$ cat src/rtl/neuron_pkg.sv
// neuron_pkg: fixed-point constants, PLAN sigmoid segment table, FSM states and activation encodings.
package neuron_pkg;
  localparam int FRAC_BITS = 4;
  localparam int ACT_FRAC = 8;
  localparam int ACT_SIGMOID = 0;
  localparam int ACT_RELU = 1;
  // Breakpoints on |x| and segment offsets, all Q8.8
  localparam logic [31:0] PLAN_X1 = 32'd256;
  localparam logic [31:0] PLAN_X2 = 32'd608;
  localparam logic [31:0] PLAN_X3 = 32'd1280;
  localparam logic [31:0] PLAN_ONE = 32'd256;
  localparam logic [31:0] PLAN_C1 = 32'd128;
  localparam logic [31:0] PLAN_C2 = 32'd160;
  localparam logic [31:0] PLAN_C3 = 32'd216;
  typedef enum logic [1:0] {IDLE, MAC, ACT, HOLD} neuron_state_t;
endpackage

$ cat src/rtl/act_plan_sigmoid.sv
// act_plan_sigmoid: combinational Q.4 -> Q0.8 activation, PLAN sigmoid or clipped ReLU.
module act_plan_sigmoid
  import neuron_pkg::*;
#(
  parameter int ACC_W = 16
) (
  input  logic signed [ACC_W-1:0] i_acc,
  input  logic                    i_mode,
  output logic [7:0]              o_act
);
  logic [ACC_W-1:0] w_mag;
  logic [31:0] w_x, w_f, w_r;
  assign w_mag = i_acc[ACC_W-1] ? -i_acc : i_acc;
  // |x| rescaled from Q.4 to Q8.8 so segment slopes become plain shifts
  assign w_x = 32'(w_mag) << FRAC_BITS;
  assign w_f = w_x >= PLAN_X3 ? PLAN_ONE :
               w_x >= PLAN_X2 ? (w_x >> 5) + PLAN_C3 :
               w_x >= PLAN_X1 ? (w_x >> 3) + PLAN_C2 :
                                (w_x >> 2) + PLAN_C1;
  assign w_r = i_acc[ACC_W-1] ? PLAN_ONE - w_f : w_f;
  assign o_act = i_mode ? (i_acc[ACC_W-1] ? 8'd0 : w_x > 32'd255 ? 8'd255 : w_x[7:0])
                        : (w_r > 32'd255 ? 8'd255 : w_r[7:0]);
endmodule

$ cat src/rtl/seq_mac_neuron.sv
// seq_mac_neuron: sequential saturating MAC neuron with bias and selectable activation.
module seq_mac_neuron
  import neuron_pkg::*;
#(
  parameter int N_IN = 3,
  parameter int IN_W = 2,
  parameter int W_W = 8,
  parameter int B_W = 3,
  parameter int ACC_W = 16,
  parameter int ACT_MODE = 0
) (
  input  logic                   clk,
  input  logic                   rst_n,
  input  logic                   in_valid,
  output logic                   in_ready,
  input  logic [N_IN*IN_W-1:0]   in_vec,
  input  logic [N_IN*W_W-1:0]    w_vec,
  input  logic [B_W-1:0]         bias,
  output logic                   out_valid,
  input  logic                   out_ready,
  output logic [7:0]             out_act,
  output logic [ACC_W-1:0]       out_sum,
  output logic                   out_sat
);
  localparam int P_W = IN_W + W_W;
  localparam int S_W = (ACC_W > P_W ? ACC_W : P_W) + 1;
  localparam int I_W = $clog2(N_IN + 1);
  localparam logic [I_W-1:0] LAST = I_W'(N_IN - 1);
  neuron_state_t r_state, w_next;
  logic [N_IN*IN_W-1:0] r_in;
  logic [N_IN*W_W-1:0] r_w;
  logic [I_W-1:0] r_idx;
  logic signed [ACC_W-1:0] r_acc, w_acc;
  logic [IN_W-1:0] w_x;
  logic [W_W-1:0] w_wt;
  logic signed [P_W-1:0] w_prod;
  logic signed [S_W-1:0] w_sum;
  logic w_ovf;
  logic [7:0] w_act, r_act;
  logic [ACC_W-1:0] r_sum;
  logic r_valid, r_sat;
  assign w_x = r_in[r_idx*IN_W +: IN_W];
  assign w_wt = r_w[r_idx*W_W +: W_W];
  assign w_prod = $signed({{W_W{1'b0}}, w_x}) * $signed({{IN_W{w_wt[W_W-1]}}, w_wt});
  assign w_sum = S_W'(r_acc) + S_W'(w_prod);
  // Overflow when the bits above the ACC_W sign bit disagree with it
  assign w_ovf = ~(&w_sum[S_W-1:ACC_W-1] | ~|w_sum[S_W-1:ACC_W-1]);
  assign w_acc = !w_ovf ? w_sum[ACC_W-1:0] :
                 w_sum[S_W-1] ? {1'b1, {(ACC_W-1){1'b0}}} : {1'b0, {(ACC_W-1){1'b1}}};
  assign in_ready = r_state == IDLE;
  assign out_valid = r_valid;
  assign out_act = r_act;
  assign out_sum = r_sum;
  assign out_sat = r_sat;
  act_plan_sigmoid #(.ACC_W(ACC_W)) u_act (
    .i_acc (r_acc),
    .i_mode(ACT_MODE == ACT_RELU),
    .o_act (w_act)
  );
  always_comb begin
    w_next = r_state;
    unique case (r_state)
      IDLE:    w_next = in_valid ? MAC : IDLE;
      MAC:     w_next = r_idx == LAST ? ACT : MAC;
      ACT:     w_next = HOLD;
      HOLD:    w_next = out_ready ? IDLE : HOLD;
      default: w_next = IDLE;
    endcase
  end
  always_ff @(posedge clk or negedge rst_n) begin
    if (!rst_n) r_state <= IDLE;
    else r_state <= w_next;
  end
  always_ff @(posedge clk or negedge rst_n) begin
    if (!rst_n) begin
      r_in <= '0;
      r_w <= '0;
      r_idx <= '0;
      r_acc <= '0;
      r_act <= '0;
      r_sum <= '0;
      r_valid <= 1'b0;
      r_sat <= 1'b0;
    end else if (r_state == IDLE && in_valid) begin
      r_in <= in_vec;
      r_w <= w_vec;
      r_idx <= '0;
      r_acc <= ACC_W'({bias, {FRAC_BITS{1'b0}}});
      r_sat <= 1'b0;
    end else if (r_state == MAC) begin
      r_acc <= w_acc;
      r_sat <= r_sat | w_ovf;
      r_idx <= r_idx + 1'b1;
    end else if (r_state == ACT) begin
      r_act <= w_act;
      r_sum <= r_acc;
      r_valid <= 1'b1;
    end else if (r_state == HOLD && out_ready) begin
      r_valid <= 1'b0;
    end
  end
endmodule

$ cat config.mk
export PLATFORM = sky130hd
export DESIGN_NAME = seq_mac_neuron
export DESIGN_NICKNAME = d
export VERILOG_FILES = /design/src/rtl/neuron_pkg.sv /design/src/rtl/act_plan_sigmoid.sv /design/src/rtl/seq_mac_neuron.sv
export SDC_FILE = /design/constraint.sdc
export NUM_CORES = 1
export LEC_CHECK = 0
export CAP_MARGIN = 20
export CORE_MARGIN = 4
export CORE_UTILIZATION = 35
export CTS_BUF_LIST = sky130_fd_sc_hd__clkbuf_16
export CTS_CLUSTER_DIAMETER = 40
export DETAILED_ROUTE_END_ITERATION = 8
export PLACE_DENSITY = 0.57
export SLEW_MARGIN = 0
export SYNTH_ARGS = -nofsm -noshare
export SYNTH_HDL_FRONTEND = slang
export SYNTH_HIERARCHICAL = 1
export SYNTH_SLANG_ARGS = --single-unit
$ cat constraint.sdc
create_clock -name clk -period 13.21 [get_ports clk]
set_input_delay 1.9815 -clock clk [delete_from_list [all_inputs] [get_ports clk]]
set_output_delay 1.9815 -clock clk [all_outputs]
set_load 0.005 [all_outputs]
==> results, run 1 <==
- In this run, the clock network consumes 13.3% of the power.
- Post-CTS repair changed the size of 0 cells.
- The worst setup path is launched from a register.
- The synthesized design contains 76 register bits.
- For this configuration, the core starts out at a cell density of roughly 36%.
- The post-DP HPWL is 12.5 mm.
- The first detailed-routing pass ran for 6 iterations.
- The summed instance area of the synthesized netlist is 0.00630 mm2.
- Net switching is between 40% and 50% of the power.
- The number of enable-type register cells in the synthesized netlist is 0.
- During synthesis, Yosys emitted a total of 6 warnings.
- The count of final hold-check violations is 0.
- The die covers 0.0202 mm2.
- After detailed routing, the number of remaining DRC violations is 0.
- The largest voltage drop on the vdd net is 0.0000815 V.
- TritonCTS built the clock tree.
- After layout, the worst path uses between 40% and 50% of the clock period.
- The number of fill cells in the layout is between 1.5k and 2k.
- At the end of routability-driven placement, the weighted congestion stood at 0.879.
- STA puts the critical path data arrival time at approximately 6.6 ns.
- The detailed router finished its first iteration with 400 violations.
- The launching point of the worst reg2reg path is r_idx[1].
- Dividing the detail-routed via count by the number of cells gives 5.48.
- The remaining antenna violation count after routing is 0.
- For this design the static power due to leakage is 3.24 nW.
- The number of setup violations in the final report is 0.
- CTS built an H-tree with a depth of 3.
- Synthesis produced 723 cells.
- The net switching power is 1.01 mW.
- The number of buffers inserted to repair setup after CTS is 0.
- The kind of critical path is reg -> reg.
- The number of global-route vias before repair came to 5,593.
- The total number of vias is 5,496.
- The final count of pins violating max slew was 0.
- At the later pin of the worst-skew pair, clock insertion delay measures between 0.3 and 0.4 ns.
- Entering global routing, the biggest net connects 77 pins.
- The pin slew with the least headroom to its limit is 0.967 ns.
- In the synthesized netlist the dominant register cell turns out to be dfrtp_1.
- In this run the worst path has a maximum fanout of 14.
- The flow ran to the end, and the final reports show no timing, DRC or antenna violations.
- The hold buffer count at CTS is 0.
- For this design the top-level I/O count stands at 64.
- Dividing the detail-routed wire length by the instance count gives around 17 um.
- The endpoint identified for the worst register-to-register timing path is r_acc[6].
- The count of buffers inserted at the top-level ports is 63.
- The clock period could shrink to between 6 and 7 ns.
- In the synthesized netlist the async set-or-reset flop fraction comes to 100%.
- Combinational logic is responsible for about 64% of the overall power.
- Max-cap violations in this run came to 0.
- The design draws 2.11 mW.
- The path category of the worst min-delay check is reg -> reg.
- The sequential element share of the synthesized area is 30.2%.
- The cell at the root of the clock tree is clkbuf_16.
- The die span in y is 142 um.
- The number of antenna violations at the first check in global routing is 0.
- The overall routed net length is roughly 17 mm.
- From left edge to right edge, the die measures 142 um.
- Clock-pin slew was measured on the worst setup and hold paths at 0.07 ns.
- In this run the power density over the cells is 283 mW/mm2.
- Across all register-to-register paths, the minimum setup slack is 6.89 ns.
- dfrtp_1 takes more of the synthesized area than any other cell.
- In the final timing run, aggregate negative setup slack is 0 ns.
- Setup repair after global routing left no endpoint under its margin.
- The commonest cells after synthesis are 134 x nand2_1, 76 x dfrtp_1, 53 x nor2_1.
- The global-route usage over all layers is 16.7%.
- The total clock buffers created by CTS is 9.
- Clock skew on the completed layout was measured at roughly 0.013 ns.
- At the end of the flow, the number of nets in the layout was 856.
- The area growth from synthesis to final layout is 18.5%.
- The kind of end point of the critical path is a register.
- Cell internal power was estimated by the tool at 1.10 mW.
- The antenna diode instance count is 0.
- For this design, the sink count on the clock tree is 76.
- The synthesized area per cell is ~8.7 um2.
- The standard-cell row count is 48.
- For this run the aggregate overflow at the end of global routing stands at 0.
- The number of different library cells used by synthesis comes to 88.
- The first global-routing pass estimated 27.6 mm of wire.
- The maximum buffer depth of the clock tree is 2.
- By area the synthesized netlist is led by dfrtp_1 30%, ha_1 8.7%, nand2_1 8.0%.
- Of the post-synthesis cell area, the dominant cell type holds 30.2%.
- Across all hold checks on the routed design, the worst slack comes to around 0.47 ns.
- The standard cell core area is 0.0175 mm2.
- Sequential cells burn between 20% and 30% of the power.
- The share of layout cells above drive strength 1 is approximately an eighth.
- The data required time at the worst endpoint is about 13 ns.
- The last element of the critical path is r_acc[6].
- The most repeated cell in the gate-level netlist after synthesis is nand2_1.
- The logic depth of the worst register-to-register path is 21.
- The worst setup path startpoint is r_idx[1].
- Based on the critical path, the design can be clocked at up to about 0.16 GHz.
- In this run the tightest slew margin relative to its limit is 35.6%.
-- registers in the layout, summed over array words and instances, names as in the netlist --
register   count
r_w           24
out_sum       16
r_acc         16
out_act        8
r_in           6
r_idx          2
r_state        2
out_sat        1
out_valid      1
-- through the flow --
stage / utilization (%) / std cells / cell area, um2 / setup WS [ns]
after detailed placement: 40.4 / 983 / 7060 / 6.70
final: 42.7 / 1003 / 7470 / 6.89
after global placement: 40.4 / 983 / 7060 / 7.09
after CTS: 42.3 / 999 / 7390 / 6.64
after floorplan: - / 728 / 6320 / 7.79
after global routing: 42.7 / 1003 / 7470 / 6.35
-- critical path: stages (launching register included) --
cell,delay (ns)
dfrtp_1,0.74
nor2_1,0.28
a21oi_1,0.55
nor2_1,0.13
ha_1,0.37
ha_1,0.30
a21o_1,0.17
a21oi_1,0.22
o21bai_1,0.09
a21oi_1,0.24
o21bai_1,0.10
a21oi_1,0.17
xor2_1,0.60
ha_1,0.41
a21oi_1,0.22
o21ai_0,0.20
nor3_2,0.27
a21oi_4,0.13
a21oi_1,0.48
buf_4,0.27
o211ai_1,0.11
a31oi_1,0.18
-- logic make-up after synthesis --
group           Yosys count  synth area share [%]
compound gates          176                  21.9
xor+xnor                 29                  4.03
fa+ha+maj                47                  9.53
buf+inv                  61                  4.64
flops                    76                  30.2
mux                      44                  7.60
other cells               1                0.0595
simple gates            289                  22.1
-- cell usage in the layout (no fill, tap or decap), types with 5 or more instances in the layout --
| cell type | instances |
|---|---|
| o21bai_1 | 6 |
| a21oi_1 | 41 |
| o21ai_0 | 22 |
| o31ai_1 | 5 |
| clkbuf_16 | 9 |
| clkdlybuf4s50_1 | 62 |
| dfrtp_1 | 76 |
| nor3_1 | 20 |
| o221ai_1 | 5 |
| nand2b_1 | 13 |
| a31oi_1 | 7 |
| o21ai_2 | 9 |
| a211oi_1 | 5 |
| nand2_1 | 134 |
| xor2_1 | 11 |
| xnor2_1 | 18 |
| nand3_1 | 11 |
| nor2b_1 | 8 |
| a21o_1 | 10 |
| conb_1 | 6 |
| ha_1 | 44 |
| and3_2 | 5 |
| mux2i_1 | 13 |
| or3_1 | 6 |
| buf_4 | 5 |
| nor2_1 | 53 |
| o22ai_1 | 5 |
| inv_1 | 24 |
| mux2_2 | 27 |
| o211ai_1 | 9 |
-- worst min path at each step --
| stage | startpoint | end | slack (ns) | cells past startpoint |
|---|---|---|---|---|
| after floorplan | r_in[0] | r_in[0] | 0.44 | 2 |
| after global placement | r_w[23] | r_w[23] | 0.46 | 2 |
| after detailed placement | r_w[2] | r_w[2] | 0.46 | 2 |
| after CTS | r_w[2] | r_w[2] | 0.48 | 2 |
| after global routing | r_w[2] | r_w[2] | 0.50 | 2 |
| final | r_w[2] | r_w[2] | 0.47 | 2 |
-- layer usage --
metal | global-route usage (%) | share of wire (%) | vias up | wire length (um)
met4 | 4.34 | 0.99 | 0 | 164
li1 | - | - | 2695 | -
met2 | 29.4 | 51 | 143 | 8470
met3 | 2.55 | 4.2 | 15 | 705
met1 | 21.3 | 44 | 2643 | 7290
met5 | 0 | 0 | - | 0
-- power by group through the flow --
stage	clock network (mW)	registers (mW)	logic, mW
finish	0.281	0.476	1.36
CTS	0.288	0.480	1.35
global route	0.298	0.497	1.50
floorplan	0	0.412	1.07
detailed placement	0	0.484	1.34
global placement	0	0.481	1.31
-- layout make-up --
| type | count | area [um2] | share of cell area, % |
|---|---|---|---|
| Clock inverter | 7 | 105 | 1.41 |
| Sequential cell | 76 | 1900 | 25.5 |
| Multi-Input combinational cell | 591 | 4130 | 55.3 |
| Tap cell | 225 | 282 | 3.77 |
| Inverter | 25 | 98.8 | 1.32 |
| Timing Repair Buffer | 70 | 726 | 9.72 |
| Clock buffer | 9 | 225 | 3.02 |
Note: power is estimated with default switching activity, not from simulation.
==> run 2: changes to the inputs <==
==> constraint.sdc (replaced) <==
create_clock -name clk -period 6.15 [get_ports clk]
set_input_delay 0.9225 -clock clk [delete_from_list [all_inputs] [get_ports clk]]
set_output_delay 0.9225 -clock clk [all_outputs]
set_load 0.005 [all_outputs]
==> results, run 2 (synthesized netlist as in run 1, its figures left out) <==
- The overall routed net length is 16.9 mm (+1.4%).
- The number of setup violations in the final report is 0 (unchanged).
- The headroom to the max-slew limit is 34.9% (-0.62 points).
- TritonCTS built the clock tree.
- The worst setup path is launched from a register.
- The total negative setup slack came to 0 ns (unchanged).
- The highest clock frequency the design can meet is 0.184 GHz (+16%).
- The run finished with clean final reports.
- The root buffer cell chosen for the clock tree is clkbuf_16.
- In this run the worst setup path begins at r_idx[0].
- The effective utilization at floorplan is 36.1% (unchanged).
- The portion of total power attributed to sequential cells is 21.2% (-1.3 points).
- The arrival time of the worst setup path is 5.71 ns (-0.87 ns).
- The worst setup skew after layout came to 0.0104 ns (-0.00254 ns).
- The largest voltage drop on the vdd net is 0.000204 V (+150%).
- The final standard cell area without fillers is 0.00754 mm2 (+0.94%).
- The final global-route overflow total is 0 (unchanged).
- Setup repair after global routing left no endpoint under its margin.
- The post-route DRC violation count is 0 (unchanged).
- The data required time at the worst endpoint is 6.42 ns (-7.05 ns).
- The power density relative to cell area is 609 mW/mm2 (+120%).
- The ratio of final minimum period to clock period is 88.5% (+41 points).
- The path category of the worst min-delay check is reg -> reg.
- The switching portion of total power is 48.3% (+0.31 points).
- The number of top-level pins came to 64 (unchanged).
- The minimum period implied by the final worst setup slack came to 5.44 ns (-0.877 ns).
- The floorplan die area is 0.0202 mm2 (unchanged).
- The final count of pins violating max slew is 0 (unchanged).
- The instance area at placement is 0.00713 mm2 (+0.96%).
- The part of the total power dissipated in the clock network is 12.5% (-0.8 points).
- The net switching power is 2.22 mW (+120%).
- The global-route usage over all layers was 16.8% (+0.14 points).
- The standard cell core area is 0.0175 mm2 (unchanged).
- The wire length per cell after detailed routing is 16.6 um (+0.39%).
- The TritonCTS sink count was 76 (unchanged).
- The count of final hold-check violations is 0 (unchanged).
- The standby leakage power is 3.29 nW (+1.5%).
- The post-DP HPWL was 12.7 mm (+1.2%).
- The library cell used most frequently in the layout, excluding fill and tap cells, is nand2_1.
- The detailed-router iteration count before antenna repair was 5 (-1).
- The antenna diode instance count is 0 (unchanged).
- The post-placement setup slack is 0.238 ns (-6.46 ns).
- The startpoint identified for the worst hold timing path is r_w[1].
- The number of antenna violations at the first check in global routing was 0 (unchanged).
- The horizontal extent of the die came to 142 um (unchanged).
- The number of global-route vias before repair is 5,548 (-0.80%).
- The initial detailed-routing violation count was 390 (-2.5%).
- The largest fanout of any net on the critical path is 14 (unchanged).
- The count of buffers inserted at the top-level ports is 63 (unchanged).
- The final design utilization is 43.1% (+0.40 points).
- The hold buffer count at CTS came to 0 (unchanged).
- The routed via count divided by cell count is 5.56 (+1.4%).
- The pin slew with the least headroom to its limit is 0.976 ns (+0.00932 ns).
- The total number of vias is 5,631 (+2.5%).
- The remaining antenna violation count after routing came to 0 (unchanged).
- The total clock buffers created by CTS is 9 (unchanged).
- The part of the total power dissipated in combinational logic is 66.3% (+2.1 points).
- The share of layout cells above drive strength 1 is 14.1% (+1.5 points).
- Relative to the synthesized area, the layout overhead comes to 19.6%.
- The post-layout worst setup margin is 0.709 ns (-6.18 ns).
- The kind of end point of the critical path is a register.
- The H-tree depth is 3 (unchanged).
- The launching point of the worst reg2reg path is r_idx[0].
- The register clock-pin slew on the reported worst setup and hold paths is 0.07 ns (about the same).
- The register with the most flip-flops is r_w.
- The pin count of the biggest net entering global routing is 77 (unchanged).
- The number of nets in the final layout is 866 (+1.2%).
- The die span in y is 142 um (unchanged).
- The maximum buffer depth of the clock tree is 2 (unchanged).
- The standard-cell row count is 48 (unchanged).
- The routability congestion estimate came to 0.882 (+0.31%).
- The hold slack was 0.476 ns (+0.00344 ns).
- The kind of critical path is reg -> reg.
- The wire length of the first global-routing pass is 27.6 mm (+0.15%).
- The clock latency reported for the late side of the worst-skew pair came to 0.35 ns (about the same).
- The max-capacitance violation count is 0 (unchanged).
- The number of flip-flops under the largest register name was 24 (unchanged).
- Leaving out fill and tap cells, the most frequent cells in the layout are 134 x nand2_1, 76 x dfrtp_1, 62 x clkdlybuf4s50_1.
- The internal power is 2.38 mW (+120%).
[run 2: final timing paths]
path                              end  slack [ns]  cells past startpoint
max in group asynchronous  r_state[1]        5.05                      2
hold reg to reg                r_w[1]        0.48                      2
min in group asynchronous  out_sum[6]        0.52                      1
hold / removal                 r_w[1]        0.48                      2
setup / recovery             r_acc[6]        0.71                     22
setup reg to reg             r_acc[6]        0.71                     22
[run 2: area by class of cell]
| type | count | area (um2) |
|---|---|---|
| well taps | 225 | 282 |
| repair buffers | 80 | 801 |
| fillers | 1712 | 9940 |
| inverters | 25 | 98.8 |
| flip-flops and latches | 76 | 1900 |
| clock inverters | 7 | 90.1 |
| clock buffers | 9 | 225 |
| multi-input cells | 591 | 4140 |
[run 2: power by group through the flow]
stage	registers (mW)	clock network, mW	logic, mW
floorplan	0.885	0	2.30
global placement	0.975	0	2.93
detailed placement	0.982	0	2.99
CTS	0.973	0.588	3.01
global route	1.01	0.611	3.38
finish	0.973	0.575	3.04
[run 2: per-stage QoR]
| stage | total power [mW] | instances |
|---|---|---|
| 2_1_floorplan | 3.18 | 728 |
| 3_3_place_gp | 3.91 | 992 |
| 3_5_place_dp | 3.97 | 992 |
| 4_1_cts | 4.57 | 1008 |
| 5_1_grt | 5.00 | 1013 |
| 6_report | 4.59 | 1013 |
[run 2: timing repair]
item                       in CTS  in global routing
gates resized for setup         0                  3
setup buffers                   0                  2
setup endpoints to repair       0                 15
[run 2: per-layer routing]
layer / share of wire (%) / global-route usage, %
met1: 44 / 21.0
met2: 50 / 29.5
met3: 4.1 / 2.99
met4: 1.8 / 5.15
met5: 0 / 0
[run 2: worst max-delay path: stages, from the launching register on]
cell      delay [ns]
dfrtp_1         0.51
inv_1           0.15
nor2_2          0.10
a21oi_1         0.50
nor2_1          0.13
ha_1            0.34
ha_1            0.30
a21o_1          0.18
a21oi_1         0.21
o21bai_1        0.08
a21oi_1         0.24
o21bai_1        0.10
a21oi_1         0.19
xor2_1          0.16
buf_4           0.18
ha_1            0.29
a21oi_1         0.24
o21ai_0         0.21
nor3_2          0.27
a21oi_4         0.13
a21oi_2         0.48
o211ai_1        0.18
a31oi_1         0.18
==> run 3: changes to the inputs <==
--- a/config.mk
+++ b/config.mk
@@ -12,6 +12,7 @@
 export CTS_CLUSTER_DIAMETER = 40
 export DETAILED_ROUTE_END_ITERATION = 8
 export PLACE_DENSITY = 0.57
+export REMOVE_ABC_BUFFERS = 1
 export SLEW_MARGIN = 0
 export SYNTH_ARGS = -nofsm -noshare
 export SYNTH_HDL_FRONTEND = slang
==> constraint.sdc (replaced) <==
create_clock -name clk -period 7.07 [get_ports clk]
set_input_delay 1.0605 -clock clk [delete_from_list [all_inputs] [get_ports clk]]
set_output_delay 1.0605 -clock clk [all_outputs]
set_load 0.005 [all_outputs]
==> results, run 3 (synthesized netlist as in run 1, its figures left out) <==
- The ratio of final minimum period to clock period was 87.9% (-0.54 points).
- The final count of pins violating max slew came to 0 (unchanged).
- The total number of vias is 5,500 (-2.3%).
- The initial detailed-routing violation count is 295 (-24%).
- In this run the most critical hold path is launched from r_w[19].
- Setup repair after global routing left no endpoint under its margin.
- The commonest non-fill, non-tap cell in the layout is nand2_1.
- The horizontal extent of the die is 142 um (unchanged).
- The total clock buffers created by CTS is 9 (unchanged).
- The final instance count without filler cells is 1,003 (-0.99%).
- The share of layout cells above drive strength 1 was 12.5% (-1.6 points).
- The post-route DRC violation count is 0 (unchanged).
- The post-DP HPWL came to 12.4 mm (-1.9%).
- The critical path starts at r_idx[1].
- The number of global-route vias before repair is 5,507 (-0.74%).
- The antenna diode instance count is 0 (unchanged).
- The sum of internal, switching and leakage power came to 3.90 mW (-15%).
- The max-capacitance violation count is 0 (unchanged).
- The standard-cell row count is 48 (unchanged).
- The wire length of the first global-routing pass is 27.3 mm (-1.3%).
- The kind of launch point of the worst setup path is a register.
- The highest routing layer actually used is met4.
- The wire length on met2 is 8.18 mm (-3.5%).
- The arrival time of the worst setup path came to 6.43 ns (+0.72 ns).
- The hold buffer count at CTS is 0 (unchanged).
- The startpoint identified for the worst register-to-register timing path is r_idx[1].
- The maximum single-stage delay on the critical path is 0.77 ns (+0.26 ns).
- The minimum period implied by the final worst setup slack is 6.22 ns (+0.776 ns).
- Counting flops per register, the top entry is r_w.
- The number of nets in the final layout is 856 (-1.2%).
- The global-route usage over all layers is 16.4% (-0.41 points).
- The area growth from synthesis to final layout is 17.5%.
- The worst setup skew after layout is 0.00965 ns (-0.000750 ns).
- The number of antenna violations at the first check in global routing came to 0 (unchanged).
- The count of final hold-check violations is 0 (unchanged).
- The TritonCTS sink count is 76 (unchanged).
- The register clock-pin slew on the reported worst setup and hold paths is 0.06 ns (about the same).
- The root buffer cell chosen for the clock tree is clkbuf_16.
- The wire length per cell after detailed routing is 16.3 um (-2.0%).
- The floorplan die area is 0.0202 mm2 (unchanged).
- The routability congestion estimate is 0.925 (+4.8%).
- The remaining antenna violation count after routing is 0 (unchanged).
- The number of setup violations in the final report is 0 (unchanged).
- The instance area at placement came to 0.00709 mm2 (-0.63%).
- TritonCTS built the clock tree.
- The standard cell core area came to 0.0175 mm2 (unchanged).
- The placed cell count came to 986 (-0.60%).
- The final global-route overflow total is 0 (unchanged).
- The effective utilization at floorplan is 36.1% (unchanged).
- The largest voltage drop on the vdd net is 0.000315 V (+54%).
- The H-tree depth is 3 (unchanged).
- The maximum buffer depth of the clock tree is 2 (unchanged).
- The post-cts resize count is 0 (unchanged).
- The pin slew with the least headroom to its limit is 1.13 ns (+0.157 ns).
- The worst-path cell with the longest stage delay is dfrtp_1.
- The highest clock frequency the design can meet is 0.161 GHz (-12%).
- The path category of the worst min-delay check is reg -> reg.
- The number of flip-flops under the largest register name was 24 (unchanged).
- The total negative setup slack is 0 ns (unchanged).
- The routed via count divided by cell count was 5.48 (-1.4%).
- The power density relative to cell area is 526 mW/mm2 (-14%).
- The headroom to the max-slew limit came to 22.5% (-12 points).
- The length of routed met3 wiring came to 634 um (-9.0%).
- The worst setup path is captured at a register.
- The overall routed net length was 16.4 mm (-3.0%).
- The count of buffers inserted at the top-level ports is 63 (unchanged).
- The clock latency reported for the late side of the worst-skew pair is 0.35 ns (about the same).
- The detailed-router iteration count before antenna repair is 5 (unchanged).
- The die span in y is 142 um (unchanged).
- The pin count of the biggest net entering global routing is 77 (unchanged).
- The data required time at the worst endpoint is 7.29 ns (+0.87 ns).
- In the layout the commonest cells are 134 x nand2_1, 76 x dfrtp_1, 62 x clkdlybuf4s50_1.
- On the critical path the largest part of the delay comes from compound AO/OA/AOI/OAI gates.
- The largest fanout of any net on the critical path is 14 (unchanged).
- Among the stages of the critical path, the cell type that occurs most often is a21oi_1.
- The standby leakage power is 3.21 nW (-2.5%).
- The number of top-level pins was 64 (unchanged).
- Traced cell by cell, the critical path runs through nor2_1 > a21oi_1 > nor2_1 > ha_1 > ha_1 > a21o_1 > a21oi_1 > o21bai_1 > a21oi_1 > o21bai_1 > a21oi_1 > xor2_1 > ha_1 > a21oi_1 > o21ai_0 > a21oi_1 > a21oi_1 > buf_4 > nor3_1 > o21ai_2.
- The final standard cell area without fillers is 0.00741 mm2 (-1.8%).
- The buffer and inverter count on the worst path is 1 (-1).
- The run finished with clean final reports.
- The critical path in this run is classified as reg -> reg.
- The routed metal-1 wirelength is 7.37 mm (-0.31%).
- The number of buffers inserted to repair setup after CTS is 0 (unchanged).
run 3: metrics by stage:
step	util, %	hold slack [ns]	setup slack, ns
floorplan	-	0.445	1.68
global placement	40.5	0.465	1.16
detailed placement	40.5	0.462	0.861
CTS	42.2	0.477	0.844
global route	42.4	0.486	0.277
finish	42.4	0.476	0.854
run 3: cell type report:
cell class | instances | area, um2
flip-flops and latches | 76 | 1900
multi-input cells | 591 | 4130
well taps | 225 | 282
clock buffers | 9 | 225
repair buffers | 70 | 701
inverters | 25 | 98.8
fillers | 1715 | 10100
clock inverters | 7 | 67.6
run 3: path summary, 6_finish.rpt:
path	end	slack (ns)	cells past startpoint
hold reg to reg	r_w[19]	0.48	2
max in group asynchronous	out_sum[4]	5.57	1
setup reg to reg	r_acc[10]	0.85	20
hold / removal	r_w[19]	0.48	2
setup / recovery	r_acc[10]	0.85	20
min in group asynchronous	r_w[17]	0.86	1
run 3: tightest hold or removal path, stage by stage, from the launching register on:
cell     delay [ns]
dfrtp_1        0.34
nand2_1        0.05
nand2_1        0.05
run 3: report_power, final:
group / internal, mW / switching, mW
clock network: 0.272 / 0.186
registers: 0.632 / 0.248
logic: 1.11 / 1.45
total: 2.01 / 1.89
run 3: per-layer routing:
metal | up-vias | global-route usage [%]
met5 | - | 0
met4 | 0 | 3.79
met3 | 20 | 3.19
met2 | 139 | 28.8
met1 | 2652 | 20.9
li1 | 2689 | -
